$ cat config.mk
export PLATFORM = sky130hd
export DESIGN_NAME = lsu_handshake
export DESIGN_NICKNAME = d
export VERILOG_FILES = /design/src/rtl/lsu_handshake.sv
export SDC_FILE = /design/constraint.sdc
export NUM_CORES = 1
export LEC_CHECK = 0
export CAP_MARGIN = 20
export CORE_UTILIZATION = 48
export DETAILED_ROUTE_END_ITERATION = 16
export HOLD_SLACK_MARGIN = 0.02
export PLACE_DENSITY = 0.81
export SYNTH_ARGS = -nofsm -noshare
export SYNTH_HDL_FRONTEND = slang
export SYNTH_SLANG_ARGS = --single-unit
export TNS_END_PERCENT = 1
$ cat constraint.sdc
create_clock -name clk -period 5 [get_ports clk]
set_input_delay 0.75 -clock clk [delete_from_list [all_inputs] [get_ports clk]]
set_output_delay 0.75 -clock clk [all_outputs]
set_load 0.02 [all_outputs]
$ cat src/rtl/lsu_handshake.sv
// ---------------------------------------------------------------------------
// lsu_handshake
//
// Load/store unit front end. Takes one memory request at a time, checks its
// alignment, drives a split address/data bus handshake, and hands back one
// response per accepted request. Loads are extracted from the addressed
// byte lane and sign- or zero-extended. Stores are replicated across the
// bus lanes and qualified with byte enables.
//
// Optional feature macro: LSU_UNALIGNED_EN
//   When defined, SZ_LEFT / SZ_RIGH (SWL/SWR/LWL/LWR style partial-word
//   accesses) are supported. When undefined they are rejected with
//   resp_addr_err, exactly like a misaligned access.
//
// Parameters
//   ADDR_W   address width in bits (at least 3)
//   DATA_W   bus width, 32 or 64 only
//   TIMEOUT  bus wait limit in cycles, 0 disables the timeout
//
// Ports
//   clk, rst                 clock (rising edge), async active-high reset
//   req_valid / req_ready    request handshake; req_ready is high in IDLE
//   req_addr                 byte address
//   req_wdata                rt value: store data and LWL/LWR merge source
//   req_type                 0 NOOP, 1 LOAD, 2 STORE (3 behaves as NOOP)
//   req_size                 0 BYTE, 1 HALF, 2 FULL, 3 LEFT, 4 RIGH
//   req_signed               1 sign-extends byte/half loads
//   resp_valid / resp_ready  response handshake
//   resp_data                load result, otherwise the request address
//   resp_addr_err            misaligned or unsupported size
//   resp_bus_err             bus timeout
//   bus_req, bus_wr          bus request and write qualifier
//   bus_be                   byte enables, zero for reads
//   bus_addr                 lane-aligned bus address
//   bus_wdata                store data replicated in every 32-bit lane
//   bus_addr_ok              address phase accepted
//   bus_data_ok              data phase complete, bus_rdata valid
//   bus_rdata                read data
// ---------------------------------------------------------------------------
module lsu_handshake #(
  parameter int ADDR_W  = 32,
  parameter int DATA_W  = 32,
  parameter int TIMEOUT = 255
) (
  input  logic                clk,
  input  logic                rst,
  input  logic                req_valid,
  output logic                req_ready,
  input  logic [ADDR_W-1:0]   req_addr,
  input  logic [31:0]         req_wdata,
  input  logic [1:0]          req_type,
  input  logic [2:0]          req_size,
  input  logic                req_signed,
  output logic                resp_valid,
  input  logic                resp_ready,
  output logic [31:0]         resp_data,
  output logic                resp_addr_err,
  output logic                resp_bus_err,
  output logic                bus_req,
  output logic                bus_wr,
  output logic [DATA_W/8-1:0] bus_be,
  output logic [ADDR_W-1:0]   bus_addr,
  output logic [DATA_W-1:0]   bus_wdata,
  input  logic                bus_addr_ok,
  input  logic                bus_data_ok,
  input  logic [DATA_W-1:0]   bus_rdata
);

  localparam logic [1:0] MEM_NOOP = 2'd0;
  localparam logic [1:0] MEM_LOAD = 2'd1;
  localparam logic [1:0] MEM_STOR = 2'd2;

  localparam logic [2:0] SZ_BYTE = 3'd0;
  localparam logic [2:0] SZ_HALF = 3'd1;
  localparam logic [2:0] SZ_FULL = 3'd2;
  localparam logic [2:0] SZ_LEFT = 3'd3;
  localparam logic [2:0] SZ_RIGH = 3'd4;

  localparam int BE_W  = DATA_W / 8;
  localparam int OFF_W = $clog2(BE_W);

  typedef enum logic [1:0] {
    IDLE,
    ADDR,
    DATA,
    RESP
  } state_t;

  state_t r_state;
  state_t w_nextState;

  logic [31:0]       r_count;
  logic [ADDR_W-1:0] r_addr;
  logic [2:0]        r_size;
  logic              r_signed;
  logic              r_isLoad;
  logic              r_isStore;
  logic [3:0]        r_be4;
  logic [31:0]       r_word;
  logic [31:0]       r_respData;
  logic              r_addrErr;
  logic              r_busErr;
`ifdef LSU_UNALIGNED_EN
  logic [31:0]       r_rt;
`endif

  logic [1:0]        w_k;
  logic              w_isMem;
  logic              w_alignErr;
  logic [3:0]        w_be4;
  logic [31:0]       w_word;
  logic              w_accept;
  logic              w_timeout;
  logic              w_dataDone;
  logic              w_timeoutHit;
  logic              w_lane;
  logic [31:0]       w_rdWord;
  logic [BE_W-1:0]   w_beLane;
  logic [7:0]        w_byte;
  logic [15:0]       w_half;
  logic [31:0]       w_loadResult;

  assign w_k     = req_addr[1:0];
  assign w_isMem = (req_type == MEM_LOAD) || (req_type == MEM_STOR);

  // Decode the incoming request: byte enables within the 32-bit word, the
  // store data arranged within that word, and whether the size/alignment
  // combination is illegal. Reads never assert byte enables, and requests
  // that do not touch memory can never raise an alignment error.
  always_comb begin
    w_alignErr = 1'b0;
    w_be4      = 4'b0000;
    w_word     = req_wdata;
    case (req_size)
      SZ_BYTE: begin
        w_be4  = 4'b0001 << w_k;
        w_word = {4{req_wdata[7:0]}};
      end
      SZ_HALF: begin
        w_be4      = req_addr[1] ? 4'b1100 : 4'b0011;
        w_word     = {2{req_wdata[15:0]}};
        w_alignErr = req_addr[0];
      end
      SZ_FULL: begin
        w_be4      = 4'b1111;
        w_alignErr = (w_k != 2'b00);
      end
`ifdef LSU_UNALIGNED_EN
      SZ_LEFT: begin
        // (2 << k) - 1 gives a mask of bits 0..k; k=3 wraps to 4'b1111
        w_be4  = (4'b0010 << w_k) - 4'd1;
        w_word = req_wdata >> {(2'd3 - w_k), 3'b000};
      end
      SZ_RIGH: begin
        w_be4  = 4'b1111 << w_k;
        w_word = req_wdata << {w_k, 3'b000};
      end
`endif
      default: begin
        w_alignErr = 1'b1;
      end
    endcase
    if (req_type != MEM_STOR) begin
      w_be4 = 4'b0000;
    end
    if (!w_isMem) begin
      w_alignErr = 1'b0;
    end
  end

  // Lane handling differs between the 32-bit and 64-bit bus: on a 64-bit
  // bus address bit 2 picks the upper or lower 32-bit half.
  generate
    if (DATA_W == 64) begin : g_lane64
      assign w_lane   = r_addr[2];
      assign w_rdWord = w_lane ? bus_rdata[63:32] : bus_rdata[31:0];
    end else begin : g_lane32
      assign w_lane   = 1'b0;
      assign w_rdWord = bus_rdata[31:0];
    end
  endgenerate

  assign w_beLane = BE_W'(r_be4) << {w_lane, 2'b00};

  // Shape the selected read word into the load result. Byte and half loads
  // are extended per the captured signed flag; full loads pass unchanged.
  // LWL/LWR merge the loaded bytes with the captured rt value.
  always_comb begin
    w_byte       = w_rdWord[{r_addr[1:0], 3'b000} +: 8];
    w_half       = r_addr[1] ? w_rdWord[31:16] : w_rdWord[15:0];
    w_loadResult = w_rdWord;
    case (r_size)
      SZ_BYTE: w_loadResult = {{24{r_signed & w_byte[7]}}, w_byte};
      SZ_HALF: w_loadResult = {{16{r_signed & w_half[15]}}, w_half};
`ifdef LSU_UNALIGNED_EN
      SZ_LEFT: w_loadResult = (w_rdWord << {(2'd3 - r_addr[1:0]), 3'b000})
                            | (r_rt & (32'h00FF_FFFF >> {r_addr[1:0], 3'b000}));
      SZ_RIGH: w_loadResult = (w_rdWord >> {r_addr[1:0], 3'b000})
                            | (r_rt & ~(32'hFFFF_FFFF >> {r_addr[1:0], 3'b000}));
`endif
      default: w_loadResult = w_rdWord;
    endcase
  end

  // Timeout fires when the bus wait counter reaches the limit; it takes
  // priority over a handshake landing in the same cycle.
  assign w_accept     = (r_state == IDLE) && req_valid;
  assign w_timeout    = (TIMEOUT != 0) && (r_count == 32'(TIMEOUT));
  assign w_timeoutHit = ((r_state == ADDR) || (r_state == DATA)) && w_timeout;
  assign w_dataDone   = !w_timeout &&
                        (((r_state == ADDR) && bus_addr_ok && bus_data_ok) ||
                         ((r_state == DATA) && bus_data_ok));

  // State register.
  always_ff @(posedge clk or posedge rst) begin
    if (rst) begin
      r_state <= IDLE;
    end else begin
      r_state <= w_nextState;
    end
  end

  // Next-state logic. Non-memory and erroring requests skip the bus and go
  // straight to RESP. bus_data_ok outside ADDR/DATA is never looked at.
  always_comb begin
    w_nextState = r_state;
    case (r_state)
      IDLE: begin
        if (req_valid) begin
          w_nextState = (w_isMem && !w_alignErr) ? ADDR : RESP;
        end
      end
      ADDR: begin
        if (w_timeout) begin
          w_nextState = RESP;
        end else if (bus_addr_ok && bus_data_ok) begin
          w_nextState = RESP;
        end else if (bus_addr_ok) begin
          w_nextState = DATA;
        end
      end
      DATA: begin
        if (w_timeout || bus_data_ok) begin
          w_nextState = RESP;
        end
      end
      RESP: begin
        if (resp_ready) begin
          w_nextState = IDLE;
        end
      end
      default: w_nextState = IDLE;
    endcase
  end

  // Output decode. The bus is only driven while the address phase is open,
  // which keeps enables and write qualifier low everywhere else.
  always_comb begin
    req_ready  = (r_state == IDLE);
    resp_valid = (r_state == RESP);
    bus_req    = (r_state == ADDR);
    bus_wr     = (r_state == ADDR) && r_isStore;
    bus_be     = (r_state == ADDR) ? w_beLane : '0;
  end

  assign bus_addr      = {r_addr[ADDR_W-1:OFF_W], {OFF_W{1'b0}}};
  assign bus_wdata     = {(DATA_W/32){r_word}};
  assign resp_data     = r_respData;
  assign resp_addr_err = r_addrErr;
  assign resp_bus_err  = r_busErr;

  // Bus wait counter: restarts on every accepted request and runs for as
  // long as the transaction sits in either bus phase.
  always_ff @(posedge clk or posedge rst) begin
    if (rst) begin
      r_count <= 32'd0;
    end else if (w_accept) begin
      r_count <= 32'd0;
    end else if ((r_state == ADDR) || (r_state == DATA)) begin
      r_count <= r_count + 32'd1;
    end
  end

  // Request capture and response building. Everything the bus and the
  // response need is latched at accept so the requester may change its
  // inputs immediately. The response defaults to the request address and
  // is overwritten by the load result when the data phase completes.
  always_ff @(posedge clk or posedge rst) begin
    if (rst) begin
      r_addr     <= '0;
      r_size     <= 3'd0;
      r_signed   <= 1'b0;
      r_isLoad   <= 1'b0;
      r_isStore  <= 1'b0;
      r_be4      <= 4'b0000;
      r_word     <= 32'd0;
      r_respData <= 32'd0;
      r_addrErr  <= 1'b0;
      r_busErr   <= 1'b0;
`ifdef LSU_UNALIGNED_EN
      r_rt       <= 32'd0;
`endif
    end else if (w_accept) begin
      r_addr     <= req_addr;
      r_size     <= req_size;
      r_signed   <= req_signed;
      r_isLoad   <= (req_type == MEM_LOAD);
      r_isStore  <= (req_type == MEM_STOR);
      r_be4      <= w_be4;
      r_word     <= w_word;
      r_respData <= 32'(req_addr);
      r_addrErr  <= w_alignErr;
      r_busErr   <= 1'b0;
`ifdef LSU_UNALIGNED_EN
      r_rt       <= req_wdata;
`endif
    end else if (w_timeoutHit) begin
      r_busErr <= 1'b1;
    end else if (w_dataDone && r_isLoad) begin
      r_respData <= w_loadResult;
    end
  end

endmodule

Word-level counts from Yosys, hierarchy flattened:

Index checks and enable logic that the tools add are counted.

* reductions and logical operators: 25
* shift-type cells: 2
* bitwise operators: 2
* equal/unequal tests: 15
* multiplexer cells: 24
* add/subtract/negate cells: 1

Operator list (number)
* two-way mux 32 bit: 5
* one-hot mux 32 bit (2 select lines): 2
* adder 32 x 1 -> 32 bit, second input constant: 1
* == test 32 x 8 -> 1 bit, second input constant: 1
* variable part select 32 x 6 -> 8 bit: 1
* two-way mux 16 bit: 1
* two-way mux 2 bit: 7
* two-way mux 4 bit: 3
* one-hot mux 4 bit (3 select lines): 1
* logical AND 1 bit: 10
* one-hot mux 2 bit (4 select lines): 1
* nonzero test 2 bit: 4
* == test 2 bit, second input constant: 3
* == test 3 x 1 -> 1 bit, second input constant: 2
* zero test 3 bit: 2
* inequality test 2 bit, second input constant: 3
* == test 2 x 1 -> 1 bit, second input constant: 2
* logical OR 1 bit: 4
* inequality test 2 x 1 -> 1 bit, second input constant: 2
* inequality test 4 x 1 -> 1 bit, second input constant: 1
* AND reduction 4 bit: 1
* left shift 1 x 2 -> 4 bit, first input constant: 1
* == test 3 x 2 -> 1 bit, second input constant: 1
* two-way mux 1 bit: 3
* other kinds (5): 7

* register bits: 142
* output and inout port bits: 106
* input port bits: 108
* logic and storage cells: 81

Logic depth before layout (Yosys ltp):

Gate-level depths: netlist of the first run.

* word-level depth: 9
* gate-level depth with buffers: 10
* mapped depth without buffers: 7

Worst setup path after synthesis of the first run:

Ideal clock, no wire load.

* kind: register -> register
* start: register r_state[0]
* end: register r_count[25]
* path slack: 2615 ps
* path buffers: 3
* clock period less this slack: 2385 ps
* cell stages (with the launch flop): 11
* setup time: 78 ps
* arrival time: 2307 ps
* required time: 4922 ps
* path through: dfrtp_1 > inv_1 > ha_1 > buf_2 > nand3_1 > or2_1 > buf_4 > or4_1 > buf_2 > or3_1 > a21oi_1

* cells in the longest elaborated chain, start to end: 3
* elaborated cells between the ends (all ways): 7
* those cells by class: eq/ne: 2; mux: 1; reduce/logical: 4

RTL lines
* start, declared: RTL line 89 `state_t r_state;`
* start signal, assigned: RTL line 219 `r_state <= w_nextState;`
* == test 2 x 1 -> 1 bit (tied with other cells): RTL line 279 `end else if ((r_state == ADDR) || (r_state == DATA)) begin`
* logical OR 1 bit or logical AND 1 bit (tied branches): RTL line 279, 207
* nonzero test 2 bit (no line) or two-way mux 32 bit (tied branches)
* end signal, assigned: RTL line 280 `r_count <= r_count + 32'd1;`
* end, declared: RTL line 92 `logic [31:0] r_count;`

Several ways; a longest one is shown, not always the timed one.
A chain may end at the register's enable or synchronous reset.

Worst setup path after layout of the first run:

* start: register r_count[0]
* end: register r_respData[16], in the netlist resp_data[16]

* cells in the longest elaborated chain, start to end: 6
* elaborated cells between the ends (all ways): 8
* those cells by class: eq/ne: 2; reduce/logical: 6

RTL lines
* == test 32 x 8 -> 1 bit (*): RTL line 208 `assign w_timeout = (TIMEOUT != 0) && (r_count == 32'(TIMEOUT));`
* zero test 1 bit: RTL line 210 `assign w_dataDone = !w_timeout &&`
* logical AND 1 bit: RTL line 210
* logical AND 1 bit: RTL line 319 `end else if (w_dataDone && r_isLoad) begin`
* nonzero test 2 bit (no line)
* AND reduction 2 bit (no line) (*)
* end signal, assigned: RTL line 311 `r_respData <= 32'(req_addr);`
* end signal, assigned: RTL line 320 `r_respData <= w_loadResult;`
* end, declared: RTL line 100 `logic [31:0] r_respData;`

Mark *: on every way between the ends. The rest lies on a longest branch, timed or not.

==> metrics.md, run 1 <==
| Metric | Value |
|---|---|
| Status | `completed` |
| Worst-path fanout max | `25` |
| Ys Warns | `0` |
| Via density | `between 5 and 6` |
| Commonest cells after routing, fill and taps aside | `clkdlybuf4s50_1, nand2_1, dfrtp_1` |
| Core Util, Final | `0.661` |
| Clock latency on the worst-skew pair | `between 0.4 and 0.5 ns` |
| Layout area overhead | `34.7%` |
| Largest net degree at the start of global routing | `77` |
| Core area | `between 15000 and 20000 um2` |
| Crit path required time | `5.31 ns` |
| Startpoint Class | `register` |
| Max Root-Sink Buffers | `2` |
| WL/cell | `17.5 um` |
| Hold Vio Cnt, Final | `0` |
| Critical Path AT | `around 3.5 ns` |
| Routability cong. | `a little under 0.9` |
| Post-synth EDFFs | `0` |
| Initial cell density of the core | `0.491` |
| IO Pins | `~210` |
| Worst R2R End | `resp_data[16]` |
| Cells after Synth | `approximately 830` |
| Clk slew on worst S/H paths | `0.06 ns` |
| Iteration-0 DRC Markers | `537` |
| Yosys cell types | `53` |
| Clock Skew | `just over 0.01 ns` |
| Via count | `6637` |
| WHS | `~0.47 ns` |
| Min cycle time layout | `between 3 and 4 ns` |
| CP Capture Type | `register` |
| Worst-Margin Slew | `about 1 ns` |
| Die area | `16000 um2` |
| Asr flop ratio synth | `1.00` |
| Normalized max-slew margin | `0.317` |
| Max-slew violations | `0` |
| CTS Sinks | `142` |
| Fill cells | `1204` |
| Synthesized flop and latch total | `between 100 and 150` |
| Antenna viol nets, final | `0` |
| R2r setup slk | `roughly 1.8 ns` |
| Placed cell area | `9400 um2` |
| Critical path class | `reg -> reg` |
| Multi-input logic area | `about 3400 um2` |
| Final instance area | `around 10000 um2` |
| Register area | `between 3000 and 4000 um2` |
| Die height | `126 um` |
| Worst r2r path cells | `6` |
| Cell area after technology mapping | `approximately 7400 um2` |
| CTS resizes | `0` |
| Post-route DRC | `0` |
| Worst Setup EP | `resp_data[16]` |
| Grt total ovfl | `0` |
| Pre-antenna DRT Iters | `7` |
| CTS tree | `yes` |
| Final setup viols | `0` |
| Port-buffer cells | `about 210` |
| CTS root buffer | `clkbuf_16` |
| Diode count | `0` |
| Gr usage total | `0.265` |
| CTS Buf Count | `17` |
| Worst vdd ir | `about 0.38 mV` |
| Pwr per Cell Area | `roughly 590 nW/um2` |
| Setup repair bufs after CTS | `0` |
| DIE WIDTH | `about 130 um` |
| Sequential fraction of the synthesis area | `0.478` |
| Post-DP HPWL | `approximately 14000 um` |
| Number of global-route vias before repair | `~6300` |
| Main flop type after synthesis | `dfrtp_1` |
| Worst r2r src | `r_count[0]` |
| First-pass GRT wire length | `between 30000 and 40000 um` |
| Hold_buf cts | `0` |
| Most common cell after layout, fill and taps aside | `clkdlybuf4s50_1` |
| LEAKAGE | `around 4.5 nW` |
| Share of layout cells above drive strength 1 | `0.0758` |
| Final wirelength | `~21000 um` |
| Fmax | `between 300 and 400 MHz` |
| Final net count | `about 1100` |
| Setup crit start | `r_count[0]` |
| RSZ-0062 raised after global routing | `false` |
| Placement row count | `45` |
| Hold Crit Class | `reg -> reg` |
| Initial antenna violation count | `0` |
| H-tree levels | `4` |
| Max cap viols | `0` |
| Sum Neg Setup Slack | `0 ns` |
| Total Power | `0.00589 W` |
| Period utilisation layout | `0.637` |
| Avg Synthesized Cell Area | `8.91 um2` |
Yosys cell counts (9+ instances only):
cell type | instances | area (um2)
mux2_2 | 17 | 191
nor4_1 | 9 | 56.3
nand2_1 | 194 | 728
buf_4 | 33 | 248
a211o_1 | 15 | 131
xnor2_1 | 12 | 105
inv_1 | 18 | 67.6
clkbuf_1 | 36 | 135
nand4_1 | 10 | 62.6
o21ai_0 | 55 | 275
nor2_1 | 60 | 225
dfrtp_1 | 142 | 3550
mux2i_1 | 25 | 250
or3_1 | 11 | 68.8
nand3_1 | 19 | 95.1
a21oi_1 | 53 | 265
worst max-delay path, stage by stage (launching register included):
cell,delay [ns]
dfrtp_1,0.40
ha_1,0.24
nor4b_1,0.42
nand2_1,0.16
or3_1,0.74
a21o_1,0.62
mux2_1,0.46
cell type report:
cell class,count,area share
repair buffers,218,0.216
well taps,188,0.0235
multi-input cells,592,0.338
clock inverters,14,0.0170
flip-flops and latches,142,0.355
clock buffers,18,0.0429
inverters,18,0.00725
registers in the layout (all words and copies together), names as in the netlist:
signal,cells
bus_wdata,32
r_addr,32
r_be4,4
r_count,32
r_isLoad,1
r_isStore,1
r_signed,1
r_size,3
r_state,2
resp_addr_err,1
resp_bus_err,1
resp_data,32
power breakdown:
group	internal [W]	switching [W]	total, W	leakage [nW]
sequential	0.00158	0.000288	0.00187	1.81
combinational	0.00125	0.00148	0.00272	2.37
clock	0.000783	0.000509	0.00129	0.282
metal layers:
metal	global-route usage	vias up	routed length (um)	share of wire
met5	0	-	0	0
met4	0.113	0	605	0.029
met3	0.0641	43	1450	0.070
met2	0.426	282	9840	0.47
met1	0.343	3164	8950	0.43
li1	-	3148	-	-
per-stage QoR:
step,cells,setup WS (ns)
2_1_floorplan,835,0.440
3_3_place_gp,1157,1.76
3_5_place_dp,1157,1.65
4_1_cts,1189,1.91
5_1_grt,1190,1.69
6_report,1190,1.82
worst min path at each step:
stage | startpoint | to | slack (ns) | depth (start not counted)
after detailed placement | r_addr[12] | r_addr[12] | 0.46 | 2
after global placement | r_be4[2] | r_be4[2] | 0.46 | 2
after global routing | bus_wdata[21] | bus_wdata[21] | 0.49 | 2
after floorplan | r_isStore | r_isStore | 0.44 | 2
final | r_addr[26] | r_addr[26] | 0.47 | 2
after CTS | r_addr[12] | r_addr[12] | 0.48 | 2
kinds of logic after synthesis:
| kind of cell | synth area share |
|---|---|
| xor gates and xnor gates | 0.0236 |
| adders and majority gates | 0.0118 |
| AOI/OAI and AO/OA | 0.143 |
| buffers and inverters | 0.0687 |
| DFF | 0.478 |
| other | 0.000505 |
| and+or+nand+nor | 0.210 |
| muxes | 0.0640 |
(Power assumes the default switching activity.)
==> inputs of run 2 (changes only) <==
==> constraint.sdc (replaced) <==
create_clock -name clk -period 3.2 [get_ports clk]
set_input_delay 0.48 -clock clk [delete_from_list [all_inputs] [get_ports clk]]
set_output_delay 0.48 -clock clk [all_outputs]
set_load 0.02 [all_outputs]
==> metrics.md, run 2 (synthesis results as in run 1) <==
| Metric | Value |
|---|---|
| Clk pwr share | `0.225 (+0.005)` |
| Final non-filler cell total | `1198 (+0.67%)` |
| Post-route DRC | `0 (unchanged)` |
| Max incr delay on CP | `0.70 ns (-0.04 ns)` |
| CTS Sinks | `142 (unchanged)` |
| Worst-path fanout max | `13 (-48%)` |
| Period utilisation layout | `0.825` |
| Port-buffer cells | `211 (unchanged)` |
| Logic pwr share | `0.465 (+0.002)` |
| Die height | `126 um (unchanged)` |
| Routability cong. | `0.845 (-2.5%)` |
| Antenna viol nets, final | `0 (unchanged)` |
| Worst vdd ir | `0.524 mV (+37%)` |
| Worst-Margin Slew | `0.872 ns (-0.145 ns)` |
| Diode count | `0 (unchanged)` |
| Placed cells | `1168 (+0.95%)` |
| Busiest layer in global routing | `met2` |
| Pwr per Cell Area | `917 nW/um2 (+56%)` |
| WL/cell | `17.1 um (-2.4%)` |
| Setup repair bufs after CTS | `0 (unchanged)` |
| Iteration-0 DRC Markers | `512 (-4.7%)` |
| Most common cell after layout, fill and taps aside | `clkdlybuf4s50_1` |
| Gr usage total | `0.264 (-0.00111)` |
| CTS Buf Count | `17 (unchanged)` |
| Placed cell area | `9540 um2 (+1.5%)` |
| Met1 usage | `0.356 (+0.0131)` |
| Clock latency on the worst-skew pair | `0.42 ns (about the same)` |
| RSZ-0062 raised after global routing | `false` |
| Sum Neg Setup Slack | `0 ns (unchanged)` |
| Slowest CP cell | `clkdlybuf4s50_1` |
| Commonest cells after routing, fill and taps aside | `clkdlybuf4s50_1, nand2_1, dfrtp_1` |
| Placement row count | `45 (unchanged)` |
| LEAKAGE | `4.54 nW (+1.8%)` |
| Met2 usage | `0.415 (-0.0114)` |
| Critical path class | `reg -> out` |
| CTS tree | `yes` |
| Core area | `15100 um2 (unchanged)` |
| Initial antenna violation count | `0 (unchanged)` |
| Max cap viols | `0 (unchanged)` |
| Max-slew violations | `0 (unchanged)` |
| CTS resizes | `0 (unchanged)` |
| Total Power | `0.00932 W (+58%)` |
| Final instance area | `10200 um2 (+1.6%)` |
| Layout area overhead | `36.7%` |
| CP Capture Type | `output pin` |
| Initial cell density of the core | `0.491 (unchanged)` |
| First-pass GRT wire length | `32800 um (+0.46%)` |
| Crit path required time | `2.72 ns (-2.59 ns)` |
| Share of layout cells above drive strength 1 | `0.0842 (+0.00831)` |
| Final setup viols | `0 (unchanged)` |
| Post-DP HPWL | `14400 um (-0.48%)` |
| Number of global-route vias before repair | `6327 (+0.57%)` |
| Cell Chain, Critical Path | `inv_1 > ha_1 > clkdlybuf4s50_1` |
| Min cycle time layout | `approximately 2.6 ns` |
| Via density | `5.47 (-1.9%)` |
| Cell internal pwr | `0.00581 W (+61%)` |
| Hold Vio Cnt, Final | `0 (unchanged)` |
| Hold Crit Class | `reg -> reg` |
| Reg power frac | `0.309 (-0.009)` |
| H-tree levels | `4 (unchanged)` |
| Pre-antenna DRT Iters | `5 (-2)` |
| IO Pins | `214 (unchanged)` |
| Via count | `6553 (-1.3%)` |
| Final wirelength | `20500 um (-1.8%)` |
| Clock Skew | `0.00922 ns (-0.000887 ns)` |
| Status | `completed` |
| Fmax | `approximately 380 MHz` |
| Die area | `16000 um2 (unchanged)` |
| Sw frac | `0.376 (-0.00962)` |
| Normalized max-slew margin | `0.418 (+0.101)` |
| Startpoint Class | `register` |
| Clk slew on worst S/H paths | `0.06 ns (about the same)` |
| Max Root-Sink Buffers | `2 (unchanged)` |
| DIE WIDTH | `126 um (unchanged)` |
| Grt total ovfl | `0 (unchanged)` |
| Switching Power | `0.00351 W (+54%)` |
| Met3 Track Usage GR | `0.0599 (-0.00422)` |
| Critical Path AT | `2.16 ns (-1.33 ns)` |
| Largest net degree at the start of global routing | `97 (+26%)` |
| Fill cells | `1177 (-2.2%)` |
| Final net count | `1114 (+0.91%)` |
| CTS root buffer | `clkbuf_16` |
| Hold_buf cts | `0 (unchanged)` |
run 2: cell count changes in the layout (fill, tap and decap cells not counted):
cell,previous run,this run
clkbuf_8,0,2
buf_4,7,12
inv_6,1,0
and2_4,1,0
buf_12,0,5
clkinv_4,4,1
and2_2,0,1
clkbuf_1,1,0
bufinv_16,3,4
run 2: final timing paths:
path | cells past startpoint | from | slack [ns] | to
setup / recovery | 3 | r_state[0] | 0.56 | req_ready
hold / removal | 2 | r_addr[8] | 0.47 | r_addr[8]
setup reg to reg | 7 | r_state[0] | 0.58 | r_count[25]
hold reg to reg | 2 | r_addr[8] | 0.47 | r_addr[8]
max in group asynchronous | 3 | rst | 1.93 | resp_data[7]
min in group asynchronous | 2 | rst | 0.59 | r_be4[0]
run 2: cell type report:
class | instances | area (um2) | share of cell area
Clock buffer | 19 | 453 | 0.0446
Clock inverter | 11 | 166 | 0.0164
Inverter | 18 | 71.3 | 0.00702
Multi-Input combinational cell | 592 | 3380 | 0.333
Sequential cell | 142 | 3550 | 0.350
Tap cell | 188 | 235 | 0.0232
Timing Repair Buffer | 228 | 2300 | 0.227
run 2: worst max-delay path, delay by kind of cell, from the launching register on:
family,cells,cell delay [ns]
buffers and inverters,2,0.85
adders and majority gates,1,0.49
DFF,1,0.40
run 2: power groups by stage:
stage	clock [W]	sequential (W)	combinational, W
6_report	0.00210	0.00288	0.00433
5_1_grt	0.00219	0.00297	0.00470
4_1_cts	0.00212	0.00288	0.00434
3_5_place_dp	0	0.00290	0.00432
3_3_place_gp	0	0.00289	0.00425
2_1_floorplan	0	0.00330	0.00232
run 2: per-stage QoR:
stage          setup WS, ns  hold WS (ns)  utilization
2_1_floorplan         0.815         0.438            -
3_3_place_gp          0.714         0.457        0.630
5_1_grt               0.408         0.494        0.671
3_5_place_dp          0.609         0.462        0.630
4_1_cts               0.547         0.477        0.671
6_report              0.560         0.470        0.671
run 2: layer usage:
metal  vias to the layer above  share of wire
li1                       3161              -
met1                      3124           0.45
met2                       241           0.47
met3                        27          0.065
met4                         0          0.022
met5                         -              0
